<file path="config.mk">
export PLATFORM = sky130hd
export DESIGN_NAME = id_ex_seg_reg
export DESIGN_NICKNAME = d
export VERILOG_FILES = /design/src/rtl/id_ex_seg_reg.sv
export SDC_FILE = /design/constraint.sdc
export NUM_CORES = 1
export LEC_CHECK = 0
export CAP_MARGIN = 20
export CORE_AREA = 2 2 170 172
export DETAILED_ROUTE_END_ITERATION = 12
export DIE_AREA = 0 0 172 174
export PLACE_DENSITY_LB_ADDON = 0.25
export SLEW_MARGIN = 20
export SYNTH_ARGS = -nofsm -noshare
export SYNTH_HDL_FRONTEND = slang
export SYNTH_SLANG_ARGS = --single-unit
</file>
<file path="constraint.sdc">
create_clock -name clk -period 20.7 [get_ports clk]
set_input_delay 6.21 -clock clk [delete_from_list [all_inputs] [get_ports clk]]
set_output_delay 6.21 -clock clk [all_outputs]
set_load 0.005 [all_outputs]
</file>
<file path="src/rtl/id_ex_seg_reg.sv">
// -----------------------------------------------------------------------------
// id_ex_seg_reg
//
// ID/EX pipeline segment register of the 5-stage CPU.
//
// This block captures the decoded operands and control bundle from ID and
// presents them to the EX-stage operand muxes and the ALU. It also handles
// the following:
//   * It detects load-use hazards against the instruction currently in EX.
//     When one is found it inserts exactly one bubble and raises stall_id,
//     so that the PC and IF/ID hold and re-present the dependent instruction.
//   * It squashes the ID->EX transfer on a flush (branch/jump redirect).
//     A flush takes priority even over a downstream stall.
//   * It holds every EX output while MEM stalls (stall_ext).
//   * It bypasses a same-cycle WB register write into the captured operand
//     data, so the regfile read-during-write gap is covered. x0 is never
//     bypassed.
//
// Edge priority: flush > stall_ext > load_use (bubble) > load.
//
// Optional feature, enabled by defining the macro ID_EX_PERF_EN:
//   It adds three saturating 32-bit event counters: perf_bubble_cnt,
//   perf_flush_cnt and perf_stall_cnt. Each counter counts the edges on
//   which its action is taken, using the same priority as above. When the
//   macro is undefined, these ports and counters do not exist.
//
// Ports
//   clk          in   1       rising-edge clock
//   rst          in   1       asynchronous reset, active-high
//   flush        in   1       squash the ID->EX transfer
//   stall_ext    in   1       downstream stall, hold all EX outputs
//   id_valid     in   1       ID holds a real instruction
//   id_pc        in   XLEN    ID pc
//   id_inst      in   XLEN    ID instruction word
//   id_rs1/2     in   REG_AW  source register indices
//   id_rs1/2_used in  1       instruction reads rs1 / rs2
//   id_rd        in   REG_AW  destination index
//   id_rs1/2_data in  XLEN    regfile read data
//   id_imm       in   XLEN    sign-extended immediate
//   id_mem_read  in   1       instruction is a load
//   id_reg_we    in   1       instruction writes rd
//   id_ctrl      in   CTRL_W  opaque control bundle
//   wb_we        in   1       WB register write enable
//   wb_rd        in   REG_AW  WB destination
//   wb_data      in   XLEN    WB write data
//   ex_*         out  -       registered copies of the id_* fields
//   stall_id     out  1       combinational; hold PC and IF/ID this cycle
// -----------------------------------------------------------------------------
module id_ex_seg_reg #(
  parameter int XLEN   = 32,
  parameter int REG_AW = 5,
  parameter int CTRL_W = 16
) (
  input  logic              clk,
  input  logic              rst,
  input  logic              flush,
  input  logic              stall_ext,

  input  logic              id_valid,
  input  logic [XLEN-1:0]   id_pc,
  input  logic [XLEN-1:0]   id_inst,
  input  logic [REG_AW-1:0] id_rs1,
  input  logic [REG_AW-1:0] id_rs2,
  input  logic              id_rs1_used,
  input  logic              id_rs2_used,
  input  logic [REG_AW-1:0] id_rd,
  input  logic [XLEN-1:0]   id_rs1_data,
  input  logic [XLEN-1:0]   id_rs2_data,
  input  logic [XLEN-1:0]   id_imm,
  input  logic              id_mem_read,
  input  logic              id_reg_we,
  input  logic [CTRL_W-1:0] id_ctrl,

  input  logic              wb_we,
  input  logic [REG_AW-1:0] wb_rd,
  input  logic [XLEN-1:0]   wb_data,

  output logic              ex_valid,
  output logic [XLEN-1:0]   ex_pc,
  output logic [XLEN-1:0]   ex_inst,
  output logic [REG_AW-1:0] ex_rs1,
  output logic [REG_AW-1:0] ex_rs2,
  output logic [REG_AW-1:0] ex_rd,
  output logic [XLEN-1:0]   ex_rs1_data,
  output logic [XLEN-1:0]   ex_rs2_data,
  output logic [XLEN-1:0]   ex_imm,
  output logic              ex_mem_read,
  output logic              ex_reg_we,
  output logic [CTRL_W-1:0] ex_ctrl,
`ifdef ID_EX_PERF_EN
  output logic [31:0]       perf_bubble_cnt,
  output logic [31:0]       perf_flush_cnt,
  output logic [31:0]       perf_stall_cnt,
`endif
  output logic              stall_id
);

  // ---------------------------------------------------------------------------
  // Helper functions
  // ---------------------------------------------------------------------------

  // Returns the WB write data when WB is writing the register being read this
  // cycle. x0 is hardwired to zero, so a write to it must never be forwarded.
  function automatic logic [XLEN-1:0] wb_bypass(
    input logic              we,
    input logic [REG_AW-1:0] wrd,
    input logic [XLEN-1:0]   wdata,
    input logic [REG_AW-1:0] rs,
    input logic [XLEN-1:0]   rdata
  );
    if (we && (wrd != '0) && (wrd == rs)) return wdata;
    return rdata;
  endfunction

  // Increments by one but sticks at all-ones instead of wrapping to zero.
  function automatic logic [31:0] sat_inc(input logic [31:0] cnt);
    if (cnt == 32'hFFFF_FFFF) return cnt;
    return cnt + 32'd1;
  endfunction

  // ---------------------------------------------------------------------------
  // Segment state
  // ---------------------------------------------------------------------------
  logic              valid_q,    valid_d;
  logic [XLEN-1:0]   pc_q,       pc_d;
  logic [XLEN-1:0]   inst_q,     inst_d;
  logic [REG_AW-1:0] rs1_q,      rs1_d;
  logic [REG_AW-1:0] rs2_q,      rs2_d;
  logic [REG_AW-1:0] rd_q,       rd_d;
  logic [XLEN-1:0]   rs1_data_q, rs1_data_d;
  logic [XLEN-1:0]   rs2_data_q, rs2_data_d;
  logic [XLEN-1:0]   imm_q,      imm_d;
  logic              mem_read_q, mem_read_d;
  logic              reg_we_q,   reg_we_d;
  logic [CTRL_W-1:0] ctrl_q,     ctrl_d;

  logic              load_use;
  logic              rs1_hit;
  logic              rs2_hit;
  logic              take_flush;
  logic              take_stall;
  logic              take_bubble;
  logic [XLEN-1:0]   rs1_fwd;
  logic [XLEN-1:0]   rs2_fwd;

  // ---------------------------------------------------------------------------
  // Hazard detection and action select (ID side, combinational)
  // ---------------------------------------------------------------------------

  // A load in EX has no data until MEM, so a dependent ID instruction must
  // wait one cycle. A load targeting x0 produces nothing to wait for.
  assign rs1_hit  = id_rs1_used && (id_rs1 == rd_q);
  assign rs2_hit  = id_rs2_used && (id_rs2 == rd_q);
  assign load_use = valid_q && mem_read_q && (rd_q != '0) && id_valid &&
                    (rs1_hit || rs2_hit);

  // Only one of the following actions is taken on any edge.
  assign take_flush  = flush;
  assign take_stall  = !flush && stall_ext;
  assign take_bubble = !flush && !stall_ext && load_use;

  // A flush discards ID anyway, so it cancels the load-use hold. A downstream
  // stall must still freeze the front end, even during a flush.
  assign stall_id = stall_ext || (load_use && !flush);

  assign rs1_fwd = wb_bypass(wb_we, wb_rd, wb_data, id_rs1, id_rs1_data);
  assign rs2_fwd = wb_bypass(wb_we, wb_rd, wb_data, id_rs2, id_rs2_data);

  // ---------------------------------------------------------------------------
  // Next-state selection
  // ---------------------------------------------------------------------------
  always_comb begin
    // Default is to hold, which is what stall_ext requires.
    valid_d    = valid_q;
    pc_d       = pc_q;
    inst_d     = inst_q;
    rs1_d      = rs1_q;
    rs2_d      = rs2_q;
    rd_d       = rd_q;
    rs1_data_d = rs1_data_q;
    rs2_data_d = rs2_data_q;
    imm_d      = imm_q;
    mem_read_d = mem_read_q;
    reg_we_d   = reg_we_q;
    ctrl_d     = ctrl_q;

    if (take_flush || take_bubble) begin
      // A bubble clears every field. This keeps the EX stage free of stale
      // values that would otherwise look like live operands.
      valid_d    = 1'b0;
      pc_d       = '0;
      inst_d     = '0;
      rs1_d      = '0;
      rs2_d      = '0;
      rd_d       = '0;
      rs1_data_d = '0;
      rs2_data_d = '0;
      imm_d      = '0;
      mem_read_d = 1'b0;
      reg_we_d   = 1'b0;
      ctrl_d     = '0;
    end else if (!take_stall) begin
      valid_d    = id_valid;
      pc_d       = id_pc;
      inst_d     = id_inst;
      rs1_d      = id_rs1;
      rs2_d      = id_rs2;
      rd_d       = id_rd;
      rs1_data_d = rs1_fwd;
      rs2_data_d = rs2_fwd;
      imm_d      = id_imm;
      mem_read_d = id_mem_read;
      reg_we_d   = id_reg_we;
      ctrl_d     = id_ctrl;
    end
  end

  // ---------------------------------------------------------------------------
  // ID/EX boundary register
  // ---------------------------------------------------------------------------
  always_ff @(posedge clk or posedge rst) begin
    if (rst) begin
      valid_q    <= 1'b0;
      pc_q       <= '0;
      inst_q     <= '0;
      rs1_q      <= '0;
      rs2_q      <= '0;
      rd_q       <= '0;
      rs1_data_q <= '0;
      rs2_data_q <= '0;
      imm_q      <= '0;
      mem_read_q <= 1'b0;
      reg_we_q   <= 1'b0;
      ctrl_q     <= '0;
    end else begin
      valid_q    <= valid_d;
      pc_q       <= pc_d;
      inst_q     <= inst_d;
      rs1_q      <= rs1_d;
      rs2_q      <= rs2_d;
      rd_q       <= rd_d;
      rs1_data_q <= rs1_data_d;
      rs2_data_q <= rs2_data_d;
      imm_q      <= imm_d;
      mem_read_q <= mem_read_d;
      reg_we_q   <= reg_we_d;
      ctrl_q     <= ctrl_d;
    end
  end

  assign ex_valid    = valid_q;
  assign ex_pc       = pc_q;
  assign ex_inst     = inst_q;
  assign ex_rs1      = rs1_q;
  assign ex_rs2      = rs2_q;
  assign ex_rd       = rd_q;
  assign ex_rs1_data = rs1_data_q;
  assign ex_rs2_data = rs2_data_q;
  assign ex_imm      = imm_q;
  assign ex_mem_read = mem_read_q;
  assign ex_reg_we   = reg_we_q;
  assign ex_ctrl     = ctrl_q;

`ifdef ID_EX_PERF_EN
  // ---------------------------------------------------------------------------
  // Event counters
  // ---------------------------------------------------------------------------
  logic [31:0] bubble_cnt_q, bubble_cnt_d;
  logic [31:0] flush_cnt_q,  flush_cnt_d;
  logic [31:0] stall_cnt_q,  stall_cnt_d;

  always_comb begin
    bubble_cnt_d = bubble_cnt_q;
    flush_cnt_d  = flush_cnt_q;
    stall_cnt_d  = stall_cnt_q;
    if (take_bubble) bubble_cnt_d = sat_inc(bubble_cnt_q);
    if (take_flush)  flush_cnt_d  = sat_inc(flush_cnt_q);
    if (take_stall)  stall_cnt_d  = sat_inc(stall_cnt_q);
  end

  always_ff @(posedge clk or posedge rst) begin
    if (rst) begin
      bubble_cnt_q <= '0;
      flush_cnt_q  <= '0;
      stall_cnt_q  <= '0;
    end else begin
      bubble_cnt_q <= bubble_cnt_d;
      flush_cnt_q  <= flush_cnt_d;
      stall_cnt_q  <= stall_cnt_d;
    end
  end

  assign perf_bubble_cnt = bubble_cnt_q;
  assign perf_flush_cnt  = flush_cnt_q;
  assign perf_stall_cnt  = stall_cnt_q;
`endif

endmodule

</file>
# Yosys cells after proc, flatten, opt, wreduce, memory -nomap -nowiden
# Index checks and enable logic that the tools add are counted.
[word_totals]
in_bits = 238
output_inout_bits = 195
elab_cells = 67
ff_bits = 194
[classes]
n_reduce_logical = 20
eq_ne = 5
n_mux = 30
[op_table]
columns = ["cell", "count"]
rows = [
  ["32-bit two-way mux", 14],
  ["16-bit two-way mux", 2],
  ["5-bit two-way mux", 6],
  ["5-bit equality test", 4],
  ["1-bit logical AND", 13],
  ["5-bit nonzero test", 2],
  ["1-bit two-way mux", 8],
  ["1-bit logical OR", 3],
  ["1-bit zero test", 2],
  ["2-bit by 1-bit != test with 1-bit output, second input constant", 1],
]

# Longest topological paths before layout
# Gate-level depths: netlist (run 1).
[depth]
word_depth = 7
ltp_mapped = 7
ltp_nobuf = 5

# Worst setup path before layout (run 1)
# Ideal clock, no wire load.
[synth_path]
path_type = "input to output"
start = "input port id_rs2[2]"
end = "output port stall_id"
path_slack_ps = 7131
arrival_ps = 7359
required_ps = 14490
stages = 5
n_path_buf = 1
cell_sequence = "xor2_1 nor4_1 a32oi_2 clkbuf_1 o31ai_1"
[synth_via]
elab_chain_cells = 6
[synth_rtl]
columns = ["item", "line_no", "rtl"]
rows = [
  ["from (decl)", "63", "input logic [REG_AW-1:0] id_rs2,"],
  ["5-bit equality test", "153", "assign rs2_hit = id_rs2_used && (id_rs2 == rd_q);"],
  ["1-bit logical AND", "153", ""],
  ["1-bit logical OR", "155", "(rs1_hit || rs2_hit);"],
  ["1-bit logical AND", "154", "assign load_use = valid_q && mem_read_q && (rd_q != '0) && id_valid &&"],
  ["1-bit logical AND", "164", "assign stall_id = stall_ext || (load_use && !flush);"],
  ["1-bit logical OR", "164", ""],
  ["to (decl)", "95", "output logic stall_id"],
]
# No other way between the ends.

# Final worst setup path (run 1)
[layout_path]
start = "input port id_rs2[1]"
end = "output port stall_id"
# The elaborated chain is that of the path after synthesis.

==> results_dict.tcl, run 1 <==
set metrics [dict create \
    drc_violations_left 0 \
    timing.reg2reg.setup_slack_ns 17.53 \
    fin_setup_tns_ns 0 \
    timing.final.hold_violations 0 \
    setup_crit_start_kind "primary input" \
    net_count_of_the_finished_layout 1515 \
    worst_slew_margin_rel_pct 30.9 \
    timing.reg2reg.worst_path_depth 6 \
    start_util_pct 32.7 \
    cts_buffers 17 \
    dpl.cell_count 1642 \
    total_number_of_vias 8741 \
    maximum_capacitance_violations 0 \
    timing.critical_path.from "id_rs2[1]" \
    cts.repair.resized 0 \
    grt_remaining_overflow 0 \
    arrival_ns 8.42 \
    post-cts-setup-buffers 0 \
    postRouteAntennaNets 0 \
    timing.critical_path.to "stall_id" \
    route.detailed.wl_per_inst_um 20.8 \
    max-vdd-ir-drop_v 0.0000476 \
    die_width_um 172 \
    final_hpwl_dp_um 22900 \
    worstSkewPairLatency_ns 0.44 \
    cts.sinks 194 \
    cts_hold_buf 0 \
    viasPerCell 5.21 \
    dieArea_um2 29900 \
    yosys_warnings 0 \
    fillerInstances 2614 \
    grt_setup_unrepaired "false" \
    syn-num-nets 1157 \
    criticalPathCategory "in2out" \
    synth_area_um2 9230 \
    cp_max_fo 3 \
    critical_path.endpoint_type "primary output" \
    finalWeightedCongestion 0.765 \
    io_buffers 432 \
    final.setup.worst_slack_ns 6.07 \
    power.density_cell_area_nw_per_um2 65.9 \
    antenna_found_initial 4 \
    layout.cells.most_common_list "sky130_fd_sc_hd__clkdlybuf4s50_1, sky130_fd_sc_hd__nand2_1, sky130_fd_sc_hd__dfrtp_1, sky130_fd_sc_hd__o211ai_1, sky130_fd_sc_hd__a21oi_1" \
    shortest_clock_period_the_worst_path_allows_after_layout_ns 14.63 \
    floorplan_core_area_um2 28200 \
    num_rows 62 \
    synthCells 919 \
    track_usage_pct 22.6 \
    via_count_of_the_first_global_routing_pass 8712 \
    static-leakage-power_uw 0.00532 \
    clock_tree.htree_level_count 4 \
    finalHoldWorstSlack_ns 0.503 \
    io_pins 433 \
    synth_sequential_area_ratio_pct 52.6 \
    yosys_register_bits 194 \
    layoutNonFillerInstCount 1677 \
    final_layout_size_suffix_gt1_share_pct 4.26 \
    holdCritPathClass "reg2reg" \
    grt_first_pass_wirelength_um 52000 \
    worst_r2r_startpoint "ex_rd[2]$_DFFE_PP0P_" \
    setup-violations-final 0 \
    max_clock_freq_mhz 68.4 \
    preCtsSetupSlack_ns 6.00 \
    clock_path_buffers 2 \
    clock_tree_from_tritoncts "yes" \
    cp.required_ns 14.49 \
    detail_route.first_pass.iterations 5 \
    tightest_slew_ns 1.04 \
    drv_slew 0 \
    syn2layout_area_growth_pct 55.3 \
    layout.cells.most_common "sky130_fd_sc_hd__clkdlybuf4s50_1" \
    crit-reg2reg-capture "ex_rs1[3]$_DFFE_PP0P_" \
    cts.clk_slew.worst_paths_ns 0.07 \
    fin_skew_ns 0.0161 \
    yosys.cell_types.count 26 \
    final_worst_path_cycle_share_pct 70.7 \
    postRouteWirelength_um 34800 \
    synth.avg_cell_area_um2 10.0 \
    detail_route.iter0.violations 641 \
    result_of_the_run "complete, no violations" \
    cts-root-buf "sky130_fd_sc_hd__clkbuf_16" \
    die_y_um 174 \
    grt_max_degree 122 \
]
Yosys cell counts:
cell type / n / share of area, %
sky130_fd_sc_hd__buf_2: 15 / 0.81
sky130_fd_sc_hd__o21ai_2: 1 / 0.095
sky130_fd_sc_hd__o2111ai_2: 1 / 0.16
sky130_fd_sc_hd__nor2_2: 1 / 0.068
sky130_fd_sc_hd__or2_2: 1 / 0.068
sky130_fd_sc_hd__mux2i_1: 64 / 6.9
sky130_fd_sc_hd__or4_1: 2 / 0.16
sky130_fd_sc_hd__nand3_1: 2 / 0.11
sky130_fd_sc_hd__clkinv_1: 1 / 0.041
sky130_fd_sc_hd__nor4_1: 2 / 0.14
sky130_fd_sc_hd__nand2_1: 194 / 7.9
sky130_fd_sc_hd__o31ai_1: 3 / 0.24
sky130_fd_sc_hd__nor4_4: 2 / 0.46
sky130_fd_sc_hd__xor2_1: 12 / 1.1
sky130_fd_sc_hd__nor2_1: 1 / 0.041
sky130_fd_sc_hd__o211ai_1: 130 / 11
sky130_fd_sc_hd__a21oi_1: 130 / 7.0
sky130_fd_sc_hd__a32oi_2: 1 / 0.18
sky130_fd_sc_hd__inv_1: 1 / 0.041
sky130_fd_sc_hd__and2_0: 1 / 0.068
sky130_fd_sc_hd__buf_1: 1 / 0.041
sky130_fd_sc_hd__buf_4: 20 / 1.6
sky130_fd_sc_hd__dfrtp_1: 194 / 53
sky130_fd_sc_hd__clkbuf_1: 69 / 2.8
sky130_fd_sc_hd__xnor2_1: 8 / 0.76
sky130_fd_sc_hd__o32ai_1: 62 / 5.9
report_power, final:
| group | internal, µW | switching (µW) |
|---|---|---|
| Combinational | 96.2 | 72.7 |
| Sequential | 399 | 12.7 |
| Clock | 180 | 183 |
| Total | 675 | 269 |
area by class of cell:
class | count | area [µm²] | share of cell area [%]
timing repair buffer | 444 | 4420 | 30.8
sequential | 194 | 4850 | 33.9
antenna | 3 | 7.51 | 0.0524
multi-input combinational | 618 | 3910 | 27.3
tap | 384 | 480 | 3.35
clock inverter | 15 | 220 | 1.54
inverter | 2 | 17.5 | 0.122
clock buffer | 17 | 425 | 2.97
routing by layer:
layer | routed length (µm) | vias to the layer above | track usage, % | share of wire (%)
met5 | 13 | - | 0 | 0.037
li1 | - | 4091 | - | -
met4 | 489 | 2 | 6.09 | 1.4
met3 | 3050 | 27 | 7.17 | 8.7
met2 | 17000 | 364 | 37.5 | 49
met1 | 14300 | 4257 | 28.4 | 41
state kept, by name (all words and copies together), names as in the netlist:
name	flops
ex_inst	32
ex_rs1	5
ex_imm	32
ex_rd	5
ex_ctrl	16
ex_valid	1
ex_rs2	5
ex_reg_we	1
ex_rs1_data	32
ex_rs2_data	32
ex_pc	32
ex_mem_read	1
worst min path at each step:
stage | from | to | slack [ns] | depth (start not counted)
final | ex_rs2_data[31]$_DFFE_PP0P_ | ex_rs2_data[31]$_DFFE_PP0P_ | 0.50 | 2
after global routing | ex_rs2[0]$_DFFE_PP0P_ | ex_rs2[0]$_DFFE_PP0P_ | 0.53 | 2
after CTS | ex_rs2_data[31]$_DFFE_PP0P_ | ex_rs2_data[31]$_DFFE_PP0P_ | 0.51 | 2
after detailed placement | ex_rs2_data[31]$_DFFE_PP0P_ | ex_rs2_data[31]$_DFFE_PP0P_ | 0.48 | 2
after global placement | ex_rs1_data[31]$_DFFE_PP0P_ | ex_rs1_data[31]$_DFFE_PP0P_ | 0.47 | 2
after floorplan | ex_rs1_data[31]$_DFFE_PP0P_ | ex_rs1_data[31]$_DFFE_PP0P_ | 0.47 | 2
kinds of logic after synthesis:
kind of cell,after synthesis,synth area share (%)
compound gates,328,24.2
xor+xnor,20,1.90
buf+inv,107,5.37
flops,194,52.6
mux,64,6.94
simple gates,206,9.00
per-stage QoR:
stage | util, % | cell area [µm²] | power, µW
global placement | 48.4 | 13700 | 589
finish | 50.7 | 14300 | 944
global route | 50.7 | 14300 | 987
detailed placement | 48.4 | 13700 | 590
floorplan | - | 9230 | 478
CTS | 50.7 | 14300 | 955
critical path: stages:
cell	delay, ns
sky130_fd_sc_hd__clkdlybuf4s50_1	0.53
sky130_fd_sc_hd__xor2_1	0.19
sky130_fd_sc_hd__nor4_1	0.44
sky130_fd_sc_hd__a32oi_4	0.19
sky130_fd_sc_hd__o31ai_1	0.25
sky130_fd_sc_hd__clkdlybuf4s50_1	0.59
Note: power is estimated with default switching activity, not from simulation.
==> run 2, diff against run 1 <==
- CORE_AREA: 2 2 170 172 -> 2 2 169 171
- DIE_AREA: 0 0 172 174 -> 0 0 171 173
- clock period: 20.7 -> 12.36 ns (I/O delays scaled with it)
==> run 2 against run 1 <==
Effect of this change: final cell count shrank 0.24%; hold slack worse by 0.0082 ns; sequential power grew 67%; combinational power grew 69%; sequential share of layout area is essentially flat; count of clock-buffer cells in the layout up 1; via count is 0.73% higher; clock skew fell by 0.0021 ns; first-iteration DRC count up 14%; setup slack got worse by 3.5 ns; largest power group unchanged.
==> results_dict.tcl, run 2 (synthesized netlist as in run 1, its figures left out) <==
set metrics [dict create \
    power.density_cell_area_nw_per_um2 108 \
    timing.reg2reg.worst_path_depth 6 \
    final_worst_path_cycle_share_pct 79.1 \
    total_number_of_vias 8805 \
    cts_hold_buf 0 \
    clock_tree_from_tritoncts "yes" \
    viasPerCell 5.26 \
    grt_first_pass_wirelength_um 53200 \
    net_count_of_the_finished_layout 1518 \
    finalWeightedCongestion 0.875 \
    setup_crit_start_kind "primary input" \
    antenna_found_initial 2 \
    result_of_the_run "complete, no violations" \
    critical_path.endpoint_type "primary output" \
    num_rows 61 \
    static-leakage-power_uw 0.00532 \
    cp_max_fo 3 \
    most_used_cell_along_the_critical_path "sky130_fd_sc_hd__clkdlybuf4s50_1" \
    cts-root-buf "sky130_fd_sc_hd__clkbuf_16" \
    clock_path_buffers 2 \
    cts_buffers 17 \
    post-cts-setup-buffers 0 \
    arrival_ns 6.06 \
    start_util_pct 33.4 \
    route.detailed.wl_per_inst_um 20.8 \
    postRouteAntennaNets 0 \
    via_count_of_the_first_global_routing_pass 8979 \
    layout.cells.most_common "sky130_fd_sc_hd__clkdlybuf4s50_1" \
    cts.clk_slew.worst_paths_ns 0.08 \
    io_pins 433 \
    critical-path-slowest-cell "sky130_fd_sc_hd__clkdlybuf4s50_1" \
    cts.repair.resized 0 \
    timing.final.hold_violations 0 \
    layout.cells.most_common_list "sky130_fd_sc_hd__clkdlybuf4s50_1, sky130_fd_sc_hd__nand2_1, sky130_fd_sc_hd__dfrtp_1, sky130_fd_sc_hd__o211ai_1, sky130_fd_sc_hd__a21oi_1" \
    die_y_um 173 \
    tightest_slew_ns 1.06 \
    finalHoldWorstSlack_ns 0.495 \
    max-vdd-ir-drop_v 0.0000940 \
    track_usage_pct 23.0 \
    syn2layout_area_growth_pct 55.1 \
    cts.sinks 194 \
    drc_violations_left 0 \
    series_of_cell_instances_along_the_critical_path "clkdlybuf4s50_1 -> xor2_1 -> nor4_1 -> a32oi_4 -> o31ai_1 -> clkdlybuf4s50_1" \
    timing.hold.worst_path_depth 2 \
    clock_tree.htree_level_count 4 \
    grt_setup_unrepaired "false" \
    drv_slew 0 \
    die_width_um 171 \
    worstSkewPairLatency_ns 0.43 \
    postRouteWirelength_um 34900 \
    detail_route.iter0.violations 728 \
    dieArea_um2 29600 \
    max_clock_freq_mhz 102 \
    grt_max_degree 120 \
    detail_route.first_pass.iterations 5 \
    setup-violations-final 0 \
    grt_remaining_overflow 0 \
    final_hpwl_dp_um 23300 \
    fin_skew_ns 0.0140 \
    fin_setup_tns_ns 0 \
    cp.required_ns 8.65 \
    final_layout_size_suffix_gt1_share_pct 4.41 \
    holdCritPathClass "reg2reg" \
    shortest_clock_period_the_worst_path_allows_after_layout_ns 9.77 \
    io_buffers 432 \
    floorplan_core_area_um2 27600 \
    criticalPathCategory "in2out" \
    critical-path-max-stage-delay_ns 0.64 \
    maximum_capacitance_violations 0 \
    worst_slew_margin_rel_pct 29.2 \
]
-- run 2: cell types whose count changed in the layout (fill, tap and decap cells not counted), moves of 2 or more --
cell                       previous run  this run
sky130_fd_sc_hd__clkinv_4             0         3
sky130_fd_sc_hd__inv_12               3         0
sky130_fd_sc_hd__buf_4               12        14
sky130_fd_sc_hd__clkinv_8             5         3
-- run 2: where the power goes --
group          switching, µW  internal, µW
clock network            277           291
registers               21.1           668
logic                    123           162
total                    421          1120
-- run 2: path summary, 6_finish.rpt --
kind | start | end | slack [ns]
max | id_rs2[1] | stall_id | 2.59
min | ex_rs2_data[31]$_DFFE_PP0P_ | ex_rs2_data[31]$_DFFE_PP0P_ | 0.50
max reg2reg | ex_rd[1]$_DFFE_PP0P_ | ex_pc[21]$_DFFE_PP0P_ | 9.12
min reg2reg | ex_rs2_data[31]$_DFFE_PP0P_ | ex_rs2_data[31]$_DFFE_PP0P_ | 0.50
max in group asynchronous | rst | ex_inst[11]$_DFFE_PP0P_ | 7.24
min in group asynchronous | rst | ex_imm[10]$_DFFE_PP0P_ | 3.83
-- run 2: layout make-up --
cell class / instances / area (µm²)
Timing Repair Buffer: 447 / 4460
Multi-Input combinational cell: 618 / 3910
Tap cell: 378 / 473
Sequential cell: 194 / 4850
Clock buffer: 18 / 429
Clock inverter: 14 / 170
Inverter: 2 / 17.5
Antenna cell: 2 / 5.00
Fill cell: 2505 / 13300
-- run 2: critical path, delay by kind of cell --
kind,cells,cell delay (ns)
xor+xnor,1,0.21
buf+inv,2,1.21
compound gates,2,0.46
simple gates,1,0.46
-- run 2: metal layers --
metal,track usage [%],vias to the layer above,share of wire [%]
met2,37.8,375,48
met4,8.90,0,3.5
met3,6.94,54,8.4
li1,-,4097,-
met5,0,-,0
met1,28.3,4279,41
-- run 2: metrics by stage --
step	power [µW]	setup slack [ns]	cells	instance area, µm²	util (%)
final	1540	2.59	1673	14300	51.8
after floorplan	801	3.37	919	9230	-
after CTS	1560	2.50	1670	14300	51.7
after detailed placement	989	2.50	1638	13700	49.5
after global placement	986	2.54	1638	13700	49.5
after global routing	1610	2.47	1673	14300	51.8
